<file path="config.mk">
export PLATFORM = sky130hd
export DESIGN_NAME = multicycle_cu
export DESIGN_NICKNAME = d
export VERILOG_FILES = /design/src/rtl/multicycle_cu.sv
export SDC_FILE = /design/constraint.sdc
export NUM_CORES = 1
export LEC_CHECK = 0
export BUFFER_PORTS_ARGS = -buffer_cell sky130_fd_sc_hd__buf_2
export CORE_MARGIN = 4
export CORE_UTILIZATION = 47
export DETAILED_ROUTE_END_ITERATION = 10
export GPL_TIMING_DRIVEN = 0
export PLACE_DENSITY = 0.76
export SKIP_CTS_REPAIR_TIMING = 1
export SLEW_MARGIN = 30
export SYNTH_ARGS = -nofsm -noshare
export SYNTH_HDL_FRONTEND = slang
export SYNTH_SLANG_ARGS = --single-unit
</file>
<file path="constraint.sdc">
create_clock -name CLK -period 2 [get_ports CLK]
set_input_delay 0.3 -clock CLK [delete_from_list [all_inputs] [get_ports CLK]]
set_output_delay 0.3 -clock CLK [all_outputs]
set_load 0.03 [all_outputs]
</file>
<file path="src/rtl/multicycle_cu.sv">
// Multi-cycle MIPS control unit: sequences IF/ID/EXE/MEM/WB and counts retired instructions.
// Optional MEM wait states via MemReady when MCU_MEM_STALL_EN is defined.

`ifndef ALU_ADD
`define ALU_ADD 3'b000
`endif
`ifndef ALU_SUB
`define ALU_SUB 3'b001
`endif
`ifndef ALU_SLL
`define ALU_SLL 3'b010
`endif
`ifndef ALU_OR
`define ALU_OR 3'b011
`endif
`ifndef ALU_AND
`define ALU_AND 3'b100
`endif
`ifndef ALU_SLT
`define ALU_SLT 3'b101
`endif
`ifndef PC_NEXT_INS
`define PC_NEXT_INS 2'b00
`endif
`ifndef PC_REL_JMP
`define PC_REL_JMP 2'b01
`endif
`ifndef PC_ABS_JMP
`define PC_ABS_JMP 2'b10
`endif
`ifndef PC_HALT
`define PC_HALT 2'b11
`endif
`ifndef ALU_FROM_DATA
`define ALU_FROM_DATA 1'b0
`endif
`ifndef ALU_FROM_SA
`define ALU_FROM_SA 1'b1
`endif
`ifndef ALU_FROM_IMMD
`define ALU_FROM_IMMD 1'b1
`endif
`ifndef DB_FROM_ALU
`define DB_FROM_ALU 1'b0
`endif
`ifndef DB_FROM_DM
`define DB_FROM_DM 1'b1
`endif
`ifndef REG_FROM_RT
`define REG_FROM_RT 1'b0
`endif
`ifndef REG_FROM_RD
`define REG_FROM_RD 1'b1
`endif
`ifndef EXT_ZERO
`define EXT_ZERO 1'b0
`endif
`ifndef EXT_SIGN
`define EXT_SIGN 1'b1
`endif

module multicycle_cu #(
  parameter int CNT_W = 32
) (
  input  logic             CLK,
  input  logic             nReset,
  input  logic [5:0]       Opcode,
  input  logic [5:0]       Funct,
  input  logic             Zero,
  input  logic             Sign,
`ifdef MCU_MEM_STALL_EN
  input  logic             MemReady,
`endif
  output logic             PCWre,
  output logic             IRWre,
  output logic             ALUSrcA,
  output logic             ALUSrcB,
  output logic             DB,
  output logic             RegDst,
  output logic             ExtSel,
  output logic             RegWre,
  output logic             nRD,
  output logic             nWR,
  output logic [1:0]       PCSel,
  output logic [2:0]       ALUOp,
  output logic [2:0]       State,
  output logic [CNT_W-1:0] InstrCount
);

  localparam logic [5:0] OP_RTYPE = 6'b000000;
  localparam logic [5:0] OP_J     = 6'b000010;
  localparam logic [5:0] OP_BEQ   = 6'b000100;
  localparam logic [5:0] OP_BNE   = 6'b000101;
  localparam logic [5:0] OP_BGTZ  = 6'b000111;
  localparam logic [5:0] OP_ADDI  = 6'b001000;
  localparam logic [5:0] OP_ORI   = 6'b001101;
  localparam logic [5:0] OP_LW    = 6'b100011;
  localparam logic [5:0] OP_SW    = 6'b101011;
  localparam logic [5:0] OP_HALT  = 6'b111111;

  localparam logic [5:0] FN_SLL = 6'b000000;
  localparam logic [5:0] FN_ADD = 6'b100000;
  localparam logic [5:0] FN_SUB = 6'b100010;
  localparam logic [5:0] FN_AND = 6'b100100;
  localparam logic [5:0] FN_OR  = 6'b100101;
  localparam logic [5:0] FN_SLT = 6'b101010;

  typedef enum logic [2:0] {
    S_IF     = 3'd0,
    S_ID     = 3'd1,
    S_EXE    = 3'd2,
    S_MEM    = 3'd3,
    S_WB     = 3'd4,
    S_HALTED = 3'd5
  } state_t;

  state_t state, state_next;

  logic is_rtype, is_j, is_beq, is_bne, is_bgtz, is_addi, is_ori, is_lw, is_sw, is_halt;
  logic is_branch, is_sll, writes_reg, branch_taken, mem_ready;
  logic r_known;
  logic [2:0] r_alu_op, exe_alu_op;

`ifdef MCU_MEM_STALL_EN
  assign mem_ready = MemReady;
`else
  assign mem_ready = 1'b1;
`endif

  assign is_rtype  = (Opcode == OP_RTYPE);
  assign is_j      = (Opcode == OP_J);
  assign is_beq    = (Opcode == OP_BEQ);
  assign is_bne    = (Opcode == OP_BNE);
  assign is_bgtz   = (Opcode == OP_BGTZ);
  assign is_addi   = (Opcode == OP_ADDI);
  assign is_ori    = (Opcode == OP_ORI);
  assign is_lw     = (Opcode == OP_LW);
  assign is_sw     = (Opcode == OP_SW);
  assign is_halt   = (Opcode == OP_HALT);
  assign is_branch = is_beq | is_bne | is_bgtz;
  assign is_sll    = is_rtype & (Funct == FN_SLL);

  always_comb begin
    r_known  = 1'b1;
    r_alu_op = `ALU_ADD;
    case (Funct)
      FN_ADD:  r_alu_op = `ALU_ADD;
      FN_SUB:  r_alu_op = `ALU_SUB;
      FN_AND:  r_alu_op = `ALU_AND;
      FN_OR:   r_alu_op = `ALU_OR;
      FN_SLL:  r_alu_op = `ALU_SLL;
      FN_SLT:  r_alu_op = `ALU_SLT;
      default: r_known  = 1'b0;
    endcase
  end

  // Operation held from EXE through MEM/WB so the ALU result stays valid.
  always_comb begin
    exe_alu_op = `ALU_ADD;
    if (is_rtype)
      exe_alu_op = r_alu_op;
    else if (is_ori)
      exe_alu_op = `ALU_OR;
  end

  assign writes_reg   = is_lw | is_addi | is_ori | (is_rtype & r_known);
  assign branch_taken = (is_beq & Zero) | (is_bne & ~Zero) | (is_bgtz & ~Sign & ~Zero);

  always_ff @(posedge CLK or negedge nReset) begin
    if (!nReset)
      state <= S_IF;
    else
      state <= state_next;
  end

  // Every output is gated by nReset so reset takes effect without waiting for the clock.
  always_comb begin
    state_next = state;
    PCWre      = 1'b0;
    IRWre      = 1'b0;
    RegWre     = 1'b0;
    nRD        = 1'b1;
    nWR        = 1'b1;
    PCSel      = `PC_NEXT_INS;
    ALUOp      = `ALU_ADD;
    ALUSrcA    = `ALU_FROM_DATA;
    ALUSrcB    = `ALU_FROM_DATA;
    DB         = `DB_FROM_ALU;
    RegDst     = `REG_FROM_RD;
    ExtSel     = `EXT_SIGN;
    if (nReset) begin
      if (is_sll)
        ALUSrcA = `ALU_FROM_SA;
      if (is_addi | is_ori | is_lw | is_sw)
        ALUSrcB = `ALU_FROM_IMMD;
      if (is_lw)
        DB = `DB_FROM_DM;
      if (is_lw | is_addi | is_ori)
        RegDst = `REG_FROM_RT;
      if (is_ori)
        ExtSel = `EXT_ZERO;

      case (state)
        S_IF: begin
          IRWre      = 1'b1;
          state_next = S_ID;
        end
        S_ID: begin
          if (is_j) begin
            PCSel      = `PC_ABS_JMP;
            PCWre      = 1'b1;
            state_next = S_IF;
          end else if (is_halt) begin
            PCSel      = `PC_HALT;
            state_next = S_HALTED;
          end else begin
            state_next = S_EXE;
          end
        end
        S_EXE: begin
          if (is_branch) begin
            ALUOp      = `ALU_SUB;
            PCSel      = branch_taken ? `PC_REL_JMP : `PC_NEXT_INS;
            PCWre      = 1'b1;
            state_next = S_IF;
          end else begin
            ALUOp      = exe_alu_op;
            state_next = (is_lw | is_sw) ? S_MEM : S_WB;
          end
        end
        S_MEM: begin
          ALUOp = exe_alu_op;
          if (is_lw) begin
            nRD = 1'b0;
            if (mem_ready)
              state_next = S_WB;
          end else if (is_sw) begin
            nWR = 1'b0;
            if (mem_ready) begin
              PCWre      = 1'b1;
              state_next = S_IF;
            end
          end else begin
            state_next = S_IF;
          end
        end
        S_WB: begin
          ALUOp      = exe_alu_op;
          RegWre     = writes_reg;
          PCWre      = 1'b1;
          state_next = S_IF;
        end
        S_HALTED: begin
          PCSel      = `PC_HALT;
          state_next = S_HALTED;
        end
        default: state_next = S_IF;
      endcase
    end
  end

  assign State = state;

  always_ff @(posedge CLK or negedge nReset) begin
    if (!nReset)
      InstrCount <= '0;
    else if (PCWre)
      InstrCount <= InstrCount + {{(CNT_W-1){1'b0}}, 1'b1};
  end

endmodule
</file>
==> run_results.csv, run 1 <==
group,metric,value,unit
run_status,status,"complete, but fails checks",
run_status,violations,"negative setup slack",
global_route,grt_usage,18.55,%
floorplanning,dieArea,5966,um2
placed_design,dp_cells,363,
synthesis,ys.flop_type,"dfrtp_1",
synthesis,yosysWarnings,0,
routing,met2WireLength,2773,um
timing,finalCritPeriodShare,103.9,%
global_route,grt_pass1_vias,1899,
critical_path,critPathArrivalTime,1780,ps
power,pwr-share-comb,37.6,%
power,p_leak,0.001412,uW
routing,via_per_inst,5.760,
critical_path,ff2ff_path_depth,6,
synthesis,ys_seq_elements,35,
timing,whs,351.6,ps
finish,finalInstanceArea,3063,um2
synthesis,seq_area_frac_synth,38.87,%
floorplanning,core,4504,um2
routing,vias,2183,
floorplanning,num_rows,24,
routing,detail_route.wirelength,5877,um
flow_run,drv_cap,0,
clock_tree,cts_tree,"yes",
routing,ant_nets,0,
finish,fin_cells,379,
routing,routedWlPerCell,15.51,um
routing,drc,0,
critical_path,critPathTopFamily,"simple AND/OR/NAND/NOR gates",
clock_tree,htree_levels,2,
clock_tree,cts.sinks,35,
placed_design,numPortBuffers,63,
clock_tree,path_clk_slew,70,ps
global_route,grt-ovfl-total,0,
routing,drt_pass1_iterations,4,
power,p_sw_share,41.54,%
clock_tree,clockRootBuffer,"clkbuf_8",
worst_hold_path,holdCritPathClass,"in2reg",
synthesis,synth.most_common_cell,"dfrtp_1",
global_route,grt_pass1_wl,8990,um
critical_path,path_buf_inv,3,
synthesis,synth_cells,248,
synthesis,syn_area,2253,um2
timing,hold_violations,0,
critical_path,cp_num_cells,7,
clock_tree,clock_latency,300,ps
timing,fmax,481.2,MHz
critical_path,cpPeakStageDelay,430,ps
routing,highest_layer,"met4",
routing,wl_met1,2593,um
placed_design,placed_cell_area,2729,um2
placed_design,gp_congestion,0.8384,
floorplanning,die_y,77.24,um
routing,drtIter0Drc,148,
timing,maxSlewHeadroom,73.72,%
power,powerDensity,732.7,nW/um2
global_route,grt_start_max_net_pins,42,
placed_design,dp_hpwl,3968,um
power,switchingPower,932.3,uW
routing,wl_met3,376,um
finish,area_growth_syn_to_layout,35.92,%
clock_tree,numCtsBuffers,5,
synthesis,yosys.area.top_type,"dfrtp_1",
finish,antenna_cells,0,
finish,final_util,68.00,%
critical_path,critPathKind,"in2out",
timing,rsz0062_at_grt,"yes",
critical_path,worstPathMaxFanout,5,
synthesis,synth_area_leaders,"dfrtp_1 39%, xor2_1 6.2%, xnor2_1 5.8%",
timing,worstMarginPinSlew,392.7,ps
power,ir_worst_vdd,0.6014,mV
timing,fin_crit,2078,ps
clock_tree,cts_buffer_depth,2,
finish,drive_above_1_share,39.14,%
floorplanning,ioPinCount,66,
timing,finalWorstSetupSlack,-78.07,ps
critical_path,end_kind,"primary output",
critical_path,start_kind,"input pin",
power,p_int,1312,uW
floorplanning,start_util,50.03,%
critical_path,slowest_stage,"or3_4",
finish,nets,343,
timing,finalSetupViolations,5,
synthesis,synthArstFlopShare,100.0,%
synthesis,yosysTopAreaCellShare,38.87,%
synthesis,yosys.cell_types.count,54,
synthesis,synth_edf_count,0,
timing,fin_setup_tns,-258.2,ps
global_route,antenna_found_initial,0,
critical_path,path_cells,"buf_8, or3_4, nor4_4, buf_4, a31oi_4, nor3b_4, buf_6",
timing,fin_skew,7.941,ps
synthesis,syn_nets,265,
floorplanning,die_w,77.24,um
synthesis,synth.avg_cell_area,9.086,um2
power,p_clk_share,22.7,%
critical_path,required,1700,ps
synthesis,synth_common_cells,"35 x dfrtp_1, 22 x nand2_1, 17 x a21oi_1",
power,p_seq_share,39.7,%
timing,slew_violations,0,
worst_hold_path,min_path_cells,3,
-- routing by layer --
layer / track usage (%) / up-vias
li1: - / 1056
met1: 25.18 / 1027
met2: 28.50 / 86
met3: 5.035 / 14
met4: 6.228 / 0
met5: 0 / -
-- tightest hold or removal path, cell delays in order --
cell     delay [ps]
buf_6           100
nor2b_1         140
o22ai_1          80
-- worst paths after layout --
path | slack (ps) | startpoint | to
min in group asynchronous | 560 | nReset | InstrCount[27]
min reg2reg | 470 | InstrCount[31] | InstrCount[31]
max | -80 | Opcode[2] | ALUOp[1]
max reg2reg | 80 | State[2] | InstrCount[14]
max in group asynchronous | 1260 | nReset | InstrCount[9]
min | 350 | nReset | State[2]
-- kinds of logic after synthesis --
group / share of synthesized area, %
compound gates: 20.77
xor+xnor: 12.05
fa+ha+maj: 0.5552
buf+inv: 4.053
flops: 38.87
mux: 0.4997
simple gates: 23.21
-- registers in the layout (all words and copies together), names as in the netlist --
register	flops
InstrCount	32
State	3
-- cells in the final DEF, fill, tap and decap left out, types with 4 or more instances in the layout --
cell type / count
nand3_1: 12
o211ai_1: 4
nand2_1: 19
buf_4: 9
dfrtp_1: 33
nor2_1: 14
o2111ai_1: 4
clkbuf_8: 5
xnor2_1: 15
buf_2: 56
buf_6: 9
nand4_1: 5
and2_1: 4
inv_1: 6
a21oi_1: 15
xor2_1: 16
o21ai_0: 10
a211oi_1: 4
-- power groups by stage --
stage          clock [uW]  sequential, uW  combinational [uW]
3_3_place_gp            0             856                 798
5_1_grt               550             908                 899
2_1_floorplan           0             993                 443
3_5_place_dp            0             857                 806
6_report              510             891                 843
4_1_cts               522             843                 810
-- area by class of cell --
| type | count | area (um2) |
|---|---|---|
| Tap cell | 52 | 65.06 |
| Fill cell | 367 | 1441 |
| Timing Repair Buffer | 73 | 461.7 |
| Buffer | 11 | 96.34 |
| Sequential cell | 35 | 878.3 |
| Multi-Input combinational cell | 194 | 1455 |
| Clock buffer | 5 | 68.82 |
| Clock inverter | 3 | 15.01 |
| Inverter | 6 | 22.52 |
-- through the flow --
stage          total power (uW)  setup slack (ps)
2_1_floorplan              1436            -51.36
3_3_place_gp               1654            -588.4
3_5_place_dp               1663            -568.0
4_1_cts                    2176            -476.2
5_1_grt                    2358            -179.5
6_report                   2244            -78.07
Note: power is estimated with default switching activity, not from simulation.
==> run 2: changes to the inputs <==
Settings changed: PLACE_DENSITY 0.76 to 0.84.
==> run 2 against run 1 <==
First-iteration DRC count increased by 15%. Maximum frequency decreased by 3.2%. Largest cell class unchanged. Clock skew about the same. Cell count increased by 1.6%. Via count increased by 3.3%. The run still ends with negative setup slack left. Sequential power increased by 1%. Clock power decreased by 4%. Critical path depth unchanged. Core utilization increased by 5.1 points.
==> run_results.csv, run 2 (synthesized netlist as in run 1, its figures left out) <==
group,metric,value,unit
routing,ant_nets,0,
timing,hold_violations,0,
global_route,grt-ovfl-total,0,
power,p_leak,0.001463,uW
critical_path,worstPathMaxFanout,9,
timing,maxSlewHeadroom,68.10,%
clock_tree,numCtsBuffers,5,
power,powerDensity,704.0,nW/um2
timing,worstMarginPinSlew,476.7,ps
worst_hold_path,hold_start,"nReset",
clock_tree,cts.sinks,35,
critical_path,critPathArrivalTime,1850,ps
critical_path,start_kind,"input pin",
global_route,grt_pass1_wl,9611,um
global_route,antenna_found_initial,0,
finish,final_cell_mix,"54 x buf_2, 33 x dfrtp_1, 18 x nand2_1, 16 x xor2_1, 14 x buf_6",
global_route,grt_pass1_vias,2063,
run_status,status,"complete, but fails checks",
power,p_seq_share,39.0,%
timing,whs,365.6,ps
clock_tree,path_clk_slew,70,ps
timing,fin_crit,2147,ps
routing,detail_route.wirelength,6400,um
timing,fmax,465.7,MHz
timing,finalWorstSetupSlack,-147.2,ps
timing,finalSetupViolations,16,
power,p_int,1358,uW
routing,via_per_inst,5.855,
power,switchingPower,959.0,uW
clock_tree,cts_tree,"yes",
critical_path,end_kind,"primary output",
finish,final_util,73.08,%
critical_path,critPathKind,"in2out",
placed_design,dp_hpwl,4124,um
floorplanning,core,4504,um2
global_route,grt_start_max_net_pins,42,
floorplanning,die_w,77.24,um
finish,antenna_cells,0,
critical_path,r2r_start,"State[0]",
power,p_sw_share,41.38,%
worst_hold_path,holdCritPathClass,"in2reg",
clock_tree,clockRootBuffer,"clkbuf_8",
clock_tree,cts_buffer_depth,2,
finish,regMostFlops,"InstrCount",
power,ir_worst_vdd,0.9596,mV
run_status,violations,"negative setup slack",
floorplanning,die_y,77.24,um
timing,finalCritPeriodShare,107.4,%
placed_design,numPortBuffers,63,
floorplanning,dieArea,5966,um2
power,p_clk_share,21.2,%
finish,area_growth_syn_to_layout,46.09,%
finish,nFillCells,304,
routing,drt_pass1_iterations,4,
finish,layout_commonest_cell,"buf_2",
timing,rsz0062_at_grt,"yes",
finish,nets,349,
finish,drive_above_1_share,45.65,%
finish,area.sequential,878.3,um2
clock_tree,htree_levels,2,
routing,vias,2254,
routing,routedWlPerCell,16.62,um
floorplanning,num_rows,24,
routing,drtIter0Drc,170,
placed_design,gp_congestion,0.8554,
power,pwr-share-comb,39.8,%
clock_tree,clock_latency,290,ps
global_route,grt_usage,19.39,%
finish,largest_reg_flops,32,
finish,multiInputGateArea,1624,um2
critical_path,required,1700,ps
timing,fin_skew,8.421,ps
timing,slew_violations,0,
routing,drc,0,
critical_path,crit_path_start,"Opcode[3]",
flow_run,drv_cap,0,
floorplanning,ioPinCount,66,
floorplanning,start_util,50.03,%
[run 2: cell count changes in the layout (fill, tap and decap cells not counted), moves of 3 or more]
cell,change
buf_6,+5
a21oi_1,-4
o2111ai_1,-4
a21oi_2,+3
buf_4,+3
clkbuf_1,+3
o2111ai_4,+3
[run 2: final cells by class]
| class | instances | share of cell area (%) |
|---|---|---|
| multi-input combinational | 194 | 49.33 |
| sequential | 35 | 26.68 |
| timing repair buffer | 79 | 15.93 |
| buffer | 11 | 2.927 |
| clock buffer | 7 | 2.319 |
| tap | 52 | 1.976 |
| inverter | 6 | 0.6841 |
| clock inverter | 1 | 0.1520 |
[run 2: stage by stage]
step	setup slack, ps	total power, uW	cells	area (um2)	TNS (ps)
after floorplan	-51.36	1436	248	2349	-251.8
after CTS	-487.6	2141	371	2810	-9306
after global placement	-551.0	1643	363	2729	-16820
after detailed placement	-581.6	1656	363	2729	-18600
after global routing	-206.9	2448	385	3292	-2635
final	-147.2	2317	385	3292	-995.6
[run 2: layer usage]
layer	track usage, %	part of all wire [%]	routed length, um
met1	27.78	43	2757
met3	4.098	5.3	337
met5	0	0	0
met4	4.626	1.5	93
met2	29.88	50	3211
[run 2: final timing paths]
check	end	slack (ps)	cells after the start
worst max-delay path	ALUOp[1]	-150	7
worst max register to register	InstrCount[16]	-60	7
max in group asynchronous	InstrCount[14]	1220	3
min in group asynchronous	InstrCount[31]	600	3
worst min-delay path	State[2]	370	3
worst min register to register	InstrCount[31]	470	1
[run 2: critical path: stages]
cell	delay (ps)
buf_8	120
or3b_4	390
a2111oi_4	440
nor2_1	110
a21oi_2	270
nor3b_4	70
buf_6	140
[run 2: power by group through the flow]
| stage | clock network [uW] | logic [uW] | registers, uW |
|---|---|---|---|
| after floorplan | 0 | 443 | 993 |
| after global placement | 0 | 782 | 861 |
| after detailed placement | 0 | 795 | 862 |
| after CTS | 493 | 798 | 850 |
| after global routing | 533 | 999 | 916 |
| final | 491 | 922 | 904 |
